--- src/rtl/sap2_pkg.sv ---
// Shared SAP-II constants plus the program-counter command encoding.
// The decode helper gives the fixed priority of the controller strobes.
package sap2_pkg;

  localparam int          ADDR_W         = 16;
  localparam logic [15:0] ZERO_ADDR      = 16'h0000;
  localparam int          PC_STACK_DEPTH = 4;

  typedef enum logic [2:0] {
    CMD_HOLD,
    CMD_INC,
    CMD_JUMP,
    CMD_CALL,
    CMD_RET,
    CMD_CONFLICT
  } pc_cmd_e;

  // Strobes are active-low except cp; earlier tests win.
  function automatic pc_cmd_e decode_cmd(input logic cp, input logic nlp,
                                         input logic ncall, input logic nret);
    if (!ncall && !nret) return CMD_CONFLICT;
    if (!nret)           return CMD_RET;
    if (!ncall)          return CMD_CALL;
    if (!nlp)            return CMD_JUMP;
    if (cp)              return CMD_INC;
    return CMD_HOLD;
  endfunction

endpackage

--- src/rtl/pc_stack.sv ---
// DEPTH x WIDTH return-address LIFO. The caller guarantees no push when full
// and no pop when empty; the pointer has one spare bit so full != empty.
module pc_stack #(
  parameter int WIDTH = 16,
  parameter int DEPTH = 4
) (
  input  logic             CLK,
  input  logic             nCLR,
  input  logic             push,
  input  logic             pop,
  input  logic [WIDTH-1:0] din,
  output logic [WIDTH-1:0] top,
  output logic             empty,
  output logic             full
);

  localparam int IDX_W = $clog2(DEPTH);
  localparam int PTR_W = IDX_W + 1;

  logic [PTR_W-1:0] ptr_q, ptr_d;
  logic [WIDTH-1:0] mem_q [DEPTH];
  logic [IDX_W-1:0] wr_idx, top_idx;

  assign wr_idx  = ptr_q[IDX_W-1:0];
  assign top_idx = ptr_q[IDX_W-1:0] - IDX_W'(1);
  assign top     = mem_q[top_idx];
  assign empty   = (ptr_q == '0);
  assign full    = (ptr_q == PTR_W'(DEPTH));

  always_comb begin
    ptr_d = ptr_q;
    if (push)     ptr_d = ptr_q + PTR_W'(1);
    else if (pop) ptr_d = ptr_q - PTR_W'(1);
  end

  always_ff @(posedge CLK or negedge nCLR) begin
    if (!nCLR) ptr_q <= '0;
    else       ptr_q <= ptr_d;
  end

  // Contents are don't-care after reset, so the array carries no reset.
  always_ff @(posedge CLK) begin
    if (push) mem_q[wr_idx] <= din;
  end

endmodule

--- src/rtl/program_counter.sv ---
// SAP-II program counter: PC register, prioritised command decode, return
// stack, sticky stack error, and the Ep-gated bus driver feeding mar.
module program_counter
  import sap2_pkg::*;
#(
  parameter int WIDTH = ADDR_W,
  parameter int DEPTH = PC_STACK_DEPTH
) (
  input  logic             CLK,
  input  logic             nCLR,
  input  logic             Cp,
  input  logic             Ep,
  input  logic             nLp,
  input  logic             nCall,
  input  logic             nRet,
  input  logic [WIDTH-1:0] WBUS,
  output logic [WIDTH-1:0] pc_bus,
  output logic [WIDTH-1:0] PC,
  output logic             stack_empty,
  output logic             stack_full,
  output logic             stack_err
);

  logic [WIDTH-1:0] pc_q, pc_d;
  logic             err_q, err_d;
  logic             push, pop;
  logic [WIDTH-1:0] stk_top;
  pc_cmd_e          cmd;

  pc_stack #(.WIDTH(WIDTH), .DEPTH(DEPTH)) u_stack (
    .CLK   (CLK),
    .nCLR  (nCLR),
    .push  (push),
    .pop   (pop),
    .din   (pc_q),
    .top   (stk_top),
    .empty (stack_empty),
    .full  (stack_full)
  );

  always_comb begin
    pc_d  = pc_q;
    err_d = err_q;
    push  = 1'b0;
    pop   = 1'b0;
    cmd   = decode_cmd(Cp, nLp, nCall, nRet);
    case (cmd)
      CMD_CONFLICT: err_d = 1'b1;
      CMD_RET: begin
        if (stack_empty) err_d = 1'b1;
        else begin
          pop  = 1'b1;
          pc_d = stk_top;
        end
      end
      CMD_CALL: begin
        if (stack_full) err_d = 1'b1;
        else begin
          push = 1'b1;
          pc_d = WBUS;
        end
      end
      CMD_JUMP: pc_d = WBUS;
      CMD_INC:  pc_d = pc_q + WIDTH'(1);
      default:  ;
    endcase
  end

  always_ff @(posedge CLK or negedge nCLR) begin
    if (!nCLR) begin
      pc_q  <= WIDTH'(ZERO_ADDR);
      err_q <= 1'b0;
    end else begin
      pc_q  <= pc_d;
      err_q <= err_d;
    end
  end

  // Bus is OR-combined upstream, so an idle driver must present zeros.
  assign pc_bus    = Ep ? pc_q : '0;
  assign PC        = pc_q;
  assign stack_err = err_q;

endmodule

--- config.mk ---
export PLATFORM = sky130hd
export DESIGN_NAME = program_counter
export DESIGN_NICKNAME = d
export VERILOG_FILES = /design/src/rtl/sap2_pkg.sv /design/src/rtl/pc_stack.sv /design/src/rtl/program_counter.sv
export SDC_FILE = /design/constraint.sdc
export NUM_CORES = 1
export LEC_CHECK = 0
export BUFFER_PORTS_ARGS = -buffer_cell sky130_fd_sc_hd__clkbuf_2
export CORE_ASPECT_RATIO = 0.8
export CORE_MARGIN = 5
export CORE_UTILIZATION = 35
export CTS_CLUSTER_SIZE = 24
export DETAILED_ROUTE_END_ITERATION = 8
export PLACE_DENSITY_LB_ADDON = 0.25
export SKIP_CTS_REPAIR_TIMING = 1
export SYNTH_ARGS = -nofsm -noshare
export SYNTH_HDL_FRONTEND = slang
export SYNTH_SLANG_ARGS = --single-unit
--- constraint.sdc ---
create_clock -name CLK -period 3.3 [get_ports CLK]
set_input_delay 0.33 -clock CLK [delete_from_list [all_inputs] [get_ports CLK]]
set_output_delay 0.33 -clock CLK [all_outputs]
set_load 0.01 [all_outputs]
==> reports/metrics.yaml, run 1 <==
sta:
  rsz0062_at_grt: "false"
  period_share_pct: 71.8
  final.setup.tns_ps: 0
  setup_viol: 0
  worst_pin_slew_ps: 907
  slew-limit-headroom_pct: 39.2
  fin_crit_ps: 2370
  final-max-slew-violation-count: 0
  whs_ps: -12.2
  skew_ps: 6.57
  hold_violations: 19
  max_freq_mhz: 422
route:
  drt-total-wl_mm: 9.42
  vias: 2669
  drc: 0
  firstDrtPassIters: 4
  avgRoutedWirePerCell_um: 18.6
  via_per_inst: 5.27
  drtIter0Drc: 153
  ant_nets: 0
synthesis:
  synthTopCellsByCount: "edfxtp_1, o21ai_0, and2_1, dfrtp_1, nand2_1"
  synthesis.area_um2: 4010
  syn_avg_cell_area_um2: 13.5
  yosysMostFrequentCell: "edfxtp_1"
  synthCells: 296
  synth-seq-cells: 84
  async_flop_share_pct: 23.8
  netlist.area_leader.share_pct: 48.0
  synthDistinctLibCells: 49
  synth_seq_area_share_pct: 60.5
  yosys_warnings: 0
  yosys.area.top_type: "edfxtp_1"
  ys_top_cells_by_area: "edfxtp_1, dfrtp_1, mux4_1"
  mappedNetlistNets: 325
  synth-edff-count: 64
  synth_top_flop_cell: "edfxtp_1"
layout:
  fill_cells: 1030
  syn_to_final_growth_pct: 17.9
  nNetsFinal: 382
  drive_gt1_share_pct: 25.7
  n_antenna_cell: 0
  postLayoutCoreUtil_pct: 41.6
worst_setup_path:
  path_max_fanout: 27
  cp-start-kind: "flip-flop"
  cp-startpoint: "u_stack.ptr_q[1]$_DFFE_PN0P_"
  regToRegSetupSlack_ps: 930
  endpoint: "PC[3]$_DFFE_PN0P_"
  critical_path_class: "reg2reg"
  worst_r2r_endpoint: "PC[3]$_DFFE_PN0P_"
  reg2reg_depth: 7
  r2r-start: "u_stack.ptr_q[1]$_DFFE_PN0P_"
  critical_path.endpoint_type: "flip-flop"
  cp_slowest_stage_delay_ps: 690
  path_common_cell: "o21ai_0"
  crit_required_ps: 3560
  cp.arrival_ps: 2630
  timing.critical_path.cells: "inv_1 -> ha_1 -> nand2b_1 -> o22ai_1 -> or2_1 -> o21ai_0 -> o21ai_0"
  critPathSlowestCell: "or2_1"
power:
  power.total_uw: 4120
  p_leak_uw: 0.00180
  irDropWorstVdd_mv: 0.399
  powerDensity_nw_per_um2: 873
global_routing:
  first_global_vias: 2605
  grt_pass1_wl_mm: 15.0
  grt_antenna_before_repair: 0
  grt_max_degree: 28
  grt_overflow: 0
  grt.total_usage_pct: 14.5
clocking:
  clkSinkCount: 84
  cts_root_buf: "clkbuf_16"
  clockBufferDepth: 2
  clk_pin_slew_ps: 60
  cts_tree: "built"
  cts_buffers: 9
  clk_latency_ps: 340
  htreeDepth: 3
worst_hold_path:
  worstHoldPathType: "in2async"
outcome:
  status: "finished, violations left"
  violations: "negative hold slack"
job:
  drv_cap: 0
placed_design:
  gp_congestion: 0.827
  portBuffers: 57
  dp_hpwl_mm: 6.32
floorplanning:
  die_area_um2: 13700
  ios: 58
  die_x_um: 130
  dieHeight_um: 106
  coreArea_um2: 11300
  start_util_pct: 35.3
  rows: 35
metal layers:
| metal | vias up | global-route usage [%] | part of all wire (%) |
|---|---|---|---|
| met2 | 88 | 21.7 | 45 |
| met3 | 10 | 3.60 | 6.6 |
| li1 | 1260 | - | - |
| met5 | - | 0 | 0 |
| met4 | 0 | 5.56 | 1.3 |
| met1 | 1311 | 20.3 | 47 |
placed cells by master, fill, tap and decap left out, types with 3 or more instances in the layout:
| master | count |
|---|---|
| mux4_1 | 9 |
| nor2_1 | 18 |
| a22o_1 | 6 |
| a31oi_1 | 8 |
| inv_1 | 4 |
| ha_1 | 6 |
| and3_1 | 3 |
| a22oi_1 | 3 |
| o21ai_1 | 6 |
| dfrtp_1 | 20 |
| edfxtp_1 | 64 |
| xnor2_1 | 3 |
| buf_4 | 7 |
| clkbuf_2 | 57 |
| nand4_1 | 4 |
| nand2_1 | 19 |
| o21ai_0 | 26 |
| a21oi_1 | 11 |
| clkbuf_16 | 9 |
| and2_1 | 21 |
| nand2b_1 | 3 |
| nand3_1 | 6 |
| mux4_2 | 7 |
registers in the layout (all words and copies together) (netlist names):
name	cells
PC	16
u_stack.ptr_q	3
u_stack.mem_q	64
stack_err	1
report_power, final:
group          internal (µW)  leakage [µW]  switching (µW)
logic                    621      0.000826             670
clock network            628      0.000148             403
registers               1470      0.000826             333
through the flow:
stage | worst slack (ps) | hold WS [ps] | cells | instance area (µm²)
2_1_floorplan | 935 | 34.4 | 296 | 4010
3_3_place_gp | 983 | 362 | 490 | 4410
3_5_place_dp | 887 | 368 | 490 | 4410
4_1_cts | 877 | -3.93 | 506 | 4720
5_1_grt | 658 | 31.4 | 506 | 4720
6_report | 930 | -12.2 | 506 | 4720
worst min path at each step:
stage / to / slack (ps) / from
final: PC[13]$_DFFE_PN0P_ / -10 / nCLR
after global routing: PC[14]$_DFFE_PN0P_ / 30 / nCLR
after CTS: stack_err$_DFFE_PN0P_ / -4 / nCLR
after detailed placement: stack_err$_DFFE_PN0P_ / 370 / nCLR
after global placement: stack_err$_DFFE_PN0P_ / 360 / nCLR
after floorplan: PC[0]$_DFFE_PN0P_ / 30 / nCLR
cell type report:
class                           count  area [µm²]  share of cell area [%]
Timing Repair Buffer               64         338                    7.15
Sequential cell                    84        2420                    51.3
Clock inverter                      5        58.8                    1.25
Tap cell                          148         185                    3.92
Multi-Input combinational cell    190        1450                    30.7
Clock buffer                       11         253                    5.35
Inverter                            4        15.0                   0.318
cells by family after synthesis:
group                    after synthesis  share of synthesized area [%]
AO/OA/AOI/OAI                         77                           12.3
adder cells (fa/ha/maj)                6                           1.87
multiplexers                          16                           9.84
XOR/XNOR                               5                           1.09
AND/OR/NAND/NOR                       86                           11.1
flip-flops                            84                           60.5
buffers and inverters                 22                           3.31
worst max-delay path: cells and delay by family, from the launching register on:
| family | cells | cell delay [ps] |
|---|---|---|
| AND/OR/NAND/NOR | 2 | 830 |
| flip-flops | 1 | 470 |
| AO/OA/AOI/OAI | 3 | 570 |
| buffers and inverters | 1 | 110 |
| adder cells (fa/ha/maj) | 1 | 290 |
Note: power is estimated with default switching activity, not from simulation.
==> inputs of run 2 (changes only) <==
--- a/config.mk
+++ b/config.mk
@@ -5,6 +5,7 @@
 export SDC_FILE = /design/constraint.sdc
 export NUM_CORES = 1
 export LEC_CHECK = 0
+export ABC_AREA = 1
 export BUFFER_PORTS_ARGS = -buffer_cell sky130_fd_sc_hd__clkbuf_2
 export CORE_ASPECT_RATIO = 0.8
 export CORE_MARGIN = 5
==> constraint.sdc (replaced) <==
create_clock -name CLK -period 2.15 [get_ports CLK]
set_input_delay 0.215 -clock CLK [delete_from_list [all_inputs] [get_ports CLK]]
set_output_delay 0.215 -clock CLK [all_outputs]
set_load 0.01 [all_outputs]
==> run 2 against run 1 <==
The run now ends clean; area after synthesis grew 6.0%; combinational power is 110% higher; fmax up 18%; critical endpoint is now u_stack.ptr_q[2]$_DFFE_PN0P_; largest cell class unchanged.
==> reports/metrics.yaml, run 2 <==
outcome:
  status: "finished, final reports clean"  # was finished, violations left
job:
  drv_cap: 0  # unchanged
synthesis:
  synthesis.area_um2: 4250  # was 4010 µm²
  ys_top_cells_by_area: "edfxtp_1, nand2_1, dfrtp_1"  # was edfxtp_1, dfrtp_1, mux4_1
  synth-edff-count: 64  # unchanged
  mappedNetlistNets: 517  # was 325
  synth_seq_area_share_pct: 57.1  # was 60.5%
  synthCells: 488  # was 296
  yosysMostFrequentCell: "nand2_1"  # was edfxtp_1
  synthDistinctLibCells: 32  # was 49
  yosys_warnings: 0  # unchanged
  syn_avg_cell_area_um2: 8.70  # was 13.5 µm²
  yosys.area.top_type: "edfxtp_1"  # unchanged
  synth_top_flop_cell: "edfxtp_1"  # unchanged
  async_flop_share_pct: 23.8  # unchanged
  netlist.area_leader.share_pct: 45.3  # was 48.0%
  synth-seq-cells: 84  # unchanged
  synthTopCellsByCount: "nand2_1, edfxtp_1, inv_1, nor2_1, nand3_1"  # was edfxtp_1, o21ai_0, and2_1, dfrtp_1, nand2_1
sta:
  hold_violations: 0  # was 19
  final-max-slew-violation-count: 0  # unchanged
  final.setup.tns_ps: 0  # unchanged
  fin_ws_ps: 149  # was 930 ps
  rsz0062_at_grt: "false"  # unchanged
  setup_viol: 0  # unchanged
  fin_crit_ps: 2000  # was 2370 ps
  max_freq_mhz: 500  # was 422 MHz
  skew_ps: 9.70  # was 6.57 ps
  worst_pin_slew_ps: 614  # was 907 ps
  period_share_pct: 93.1  # was 71.8%
  slew-limit-headroom_pct: 59.1  # was 39.2%
floorplanning:
  rows: 36  # was 35
  coreArea_um2: 12000  # was 11,300 µm²
  start_util_pct: 35.3  # about the same
  die_x_um: 133  # was 130 µm
  ios: 58  # unchanged
  die_area_um2: 14400  # was 13,700 µm²
  dieHeight_um: 109  # was 106 µm
worst_setup_path:
  critical_path_class: "reg2reg"  # unchanged
  cp.arrival_ps: 2210  # was 2630 ps
  path_max_fanout: 6  # was 27
  cp-start-kind: "flip-flop"  # unchanged
  critical_path.endpoint_type: "flip-flop"  # unchanged
  crit_required_ps: 2360  # was 3560 ps
clocking:
  htreeDepth: 3  # unchanged
  clk_pin_slew_ps: 70  # was 60 ps
  clockBufferDepth: 2  # unchanged
  cts_tree: "built"  # unchanged
  cts_buffers: 9  # unchanged
  clkSinkCount: 84  # unchanged
  clk_latency_ps: 330  # was 340 ps
  cts_root_buf: "clkbuf_16"  # unchanged
global_routing:
  grt_max_degree: 39  # was 28
  first_global_vias: 3310  # was 2,605
  grt_overflow: 0  # unchanged
  grt_pass1_wl_mm: 18.2  # was 15.0 mm
  grt.total_usage_pct: 15.8  # was 14.5%
  grt_antenna_before_repair: 0  # unchanged
route:
  drc: 0  # unchanged
  drt-total-wl_mm: 10.9  # was 9.42 mm
  vias: 3445  # was 2,669
  via_per_inst: 4.85  # was 5.27
  drtIter0Drc: 192  # was 153
  avgRoutedWirePerCell_um: 15.4  # was 18.6 µm
  firstDrtPassIters: 5  # was 4
  ant_nets: 0  # unchanged
layout:
  finish.instance_area_um2: 5040  # was 4720 µm²
  fill_cells: 1189  # was 1,030
  largest_reg_flops: 64  # unchanged
  multiInputGateArea_um2: 1490  # was 1450 µm²
  layout_common_cells: "nand2_1, edfxtp_1, inv_1, clkbuf_2, nor2_1"  # was edfxtp_1, clkbuf_2, o21ai_0, and2_1, dfrtp_1
  ff_latch_area_um2: 2420  # unchanged
  postLayoutCoreUtil_pct: 41.9  # was 41.6%
  nNetsFinal: 583  # was 382
  syn_to_final_growth_pct: 18.7  # was 17.9%
  drive_gt1_share_pct: 17.9  # was 25.7%
  final_cells: 711  # was 506
  layout_commonest_cell: "nand2_1"  # was edfxtp_1
  n_antenna_cell: 0  # unchanged
  regMostFlops: "u_stack.mem_q"  # unchanged
placed_design:
  portBuffers: 57  # unchanged
  pre_cts_ws_ps: 201  # was 887 ps
  dp_hpwl_mm: 7.64  # was 6.32 mm
  dpl_cell_area_um2: 4730  # was 4410 µm²
  gp_congestion: 0.850  # was 0.827
  placed_cells: 694  # was 490
power:
  powerDensity_nw_per_um2: 1390  # was 873 nW/µm²
  irDropWorstVdd_mv: 0.585  # was 0.399 mV
  p_leak_uw: 0.00234  # was 0.00180 µW
worst_hold_path:
  worstHoldPathType: "in2reg"  # was in2async
-- run 2: cell types whose count changed in the layout (fill, tap and decap cells not counted), moves of 8 or more --
cell | before | now
and2_1 | 21 | 0
inv_1 | 4 | 61
mux4_1 | 9 | 0
nor2_1 | 18 | 56
nand3_1 | 6 | 44
a31oi_1 | 8 | 0
nand2_1 | 19 | 155
-- run 2: worst paths after layout --
path / startpoint / end / slack [ps] / cells past startpoint
max: u_stack.ptr_q[1]$_DFFE_PN0P_ / u_stack.ptr_q[2]$_DFFE_PN0P_ / 150 / 9
min: WBUS[2] / PC[2]$_DFFE_PN0P_ / 220 / 5
max reg2reg: u_stack.ptr_q[1]$_DFFE_PN0P_ / u_stack.ptr_q[2]$_DFFE_PN0P_ / 150 / 9
min reg2reg: stack_err$_DFFE_PN0P_ / stack_err$_DFFE_PN0P_ / 480 / 1
max in group asynchronous: nCLR / PC[6]$_DFFE_PN0P_ / 1310 / 2
min in group asynchronous: nCLR / PC[14]$_DFFE_PN0P_ / 420 / 2
-- run 2: cells by family after synthesis --
family / after synthesis / share of synthesized area (%)
xor+xnor: 3 / 0.619
flops: 84 / 57.1
compound gates: 47 / 6.75
simple gates: 268 / 25.8
fa+ha+maj: 6 / 1.77
buf+inv: 80 / 7.99
-- run 2: cell type report --
type / count / area share [%]
sequential: 84 / 48.1
multi-input combinational: 324 / 29.5
timing repair buffer: 72 / 7.95
inverter: 63 / 4.74
clock buffer: 9 / 4.47
tap: 152 / 3.78
clock inverter: 7 / 1.47
-- run 2: routing by layer --
| layer | GRT usage (%) | share of wire (%) |
|---|---|---|
| met1 | 25.1 | 53 |
| met2 | 22.3 | 41 |
| met3 | 2.84 | 4.9 |
| met4 | 3.60 | 0.62 |
| met5 | 0 | 0 |
-- run 2: power by group --
| group | internal (µW) | leakage [µW] | switching [µW] |
|---|---|---|---|
| Clock | 907 | 0.000148 | 647 |
| Combinational | 943 | 0.00137 | 1740 |
| Sequential | 2240 | 0.000822 | 499 |
-- run 2: worst max-delay path, cell delays in order, from the launching register on --
cell and delay [ps]:
dfrtp_1 440, inv_1 100, ha_1 200, nand2_1 160, nand2_1 170, xor2_1 180, ha_1 200, o21ai_0 160
o21ai_0 130, xor2_1 150
-- run 2: stage by stage --
| stage | hold slack, ps | power [µW] |
|---|---|---|
| finish | 225 | 6980 |
| global route | 249 | 7520 |
| CTS | -104 | 7000 |
| detailed placement | 255 | 5450 |
| global placement | 248 | 5410 |
| floorplan | -80.6 | 4410 |
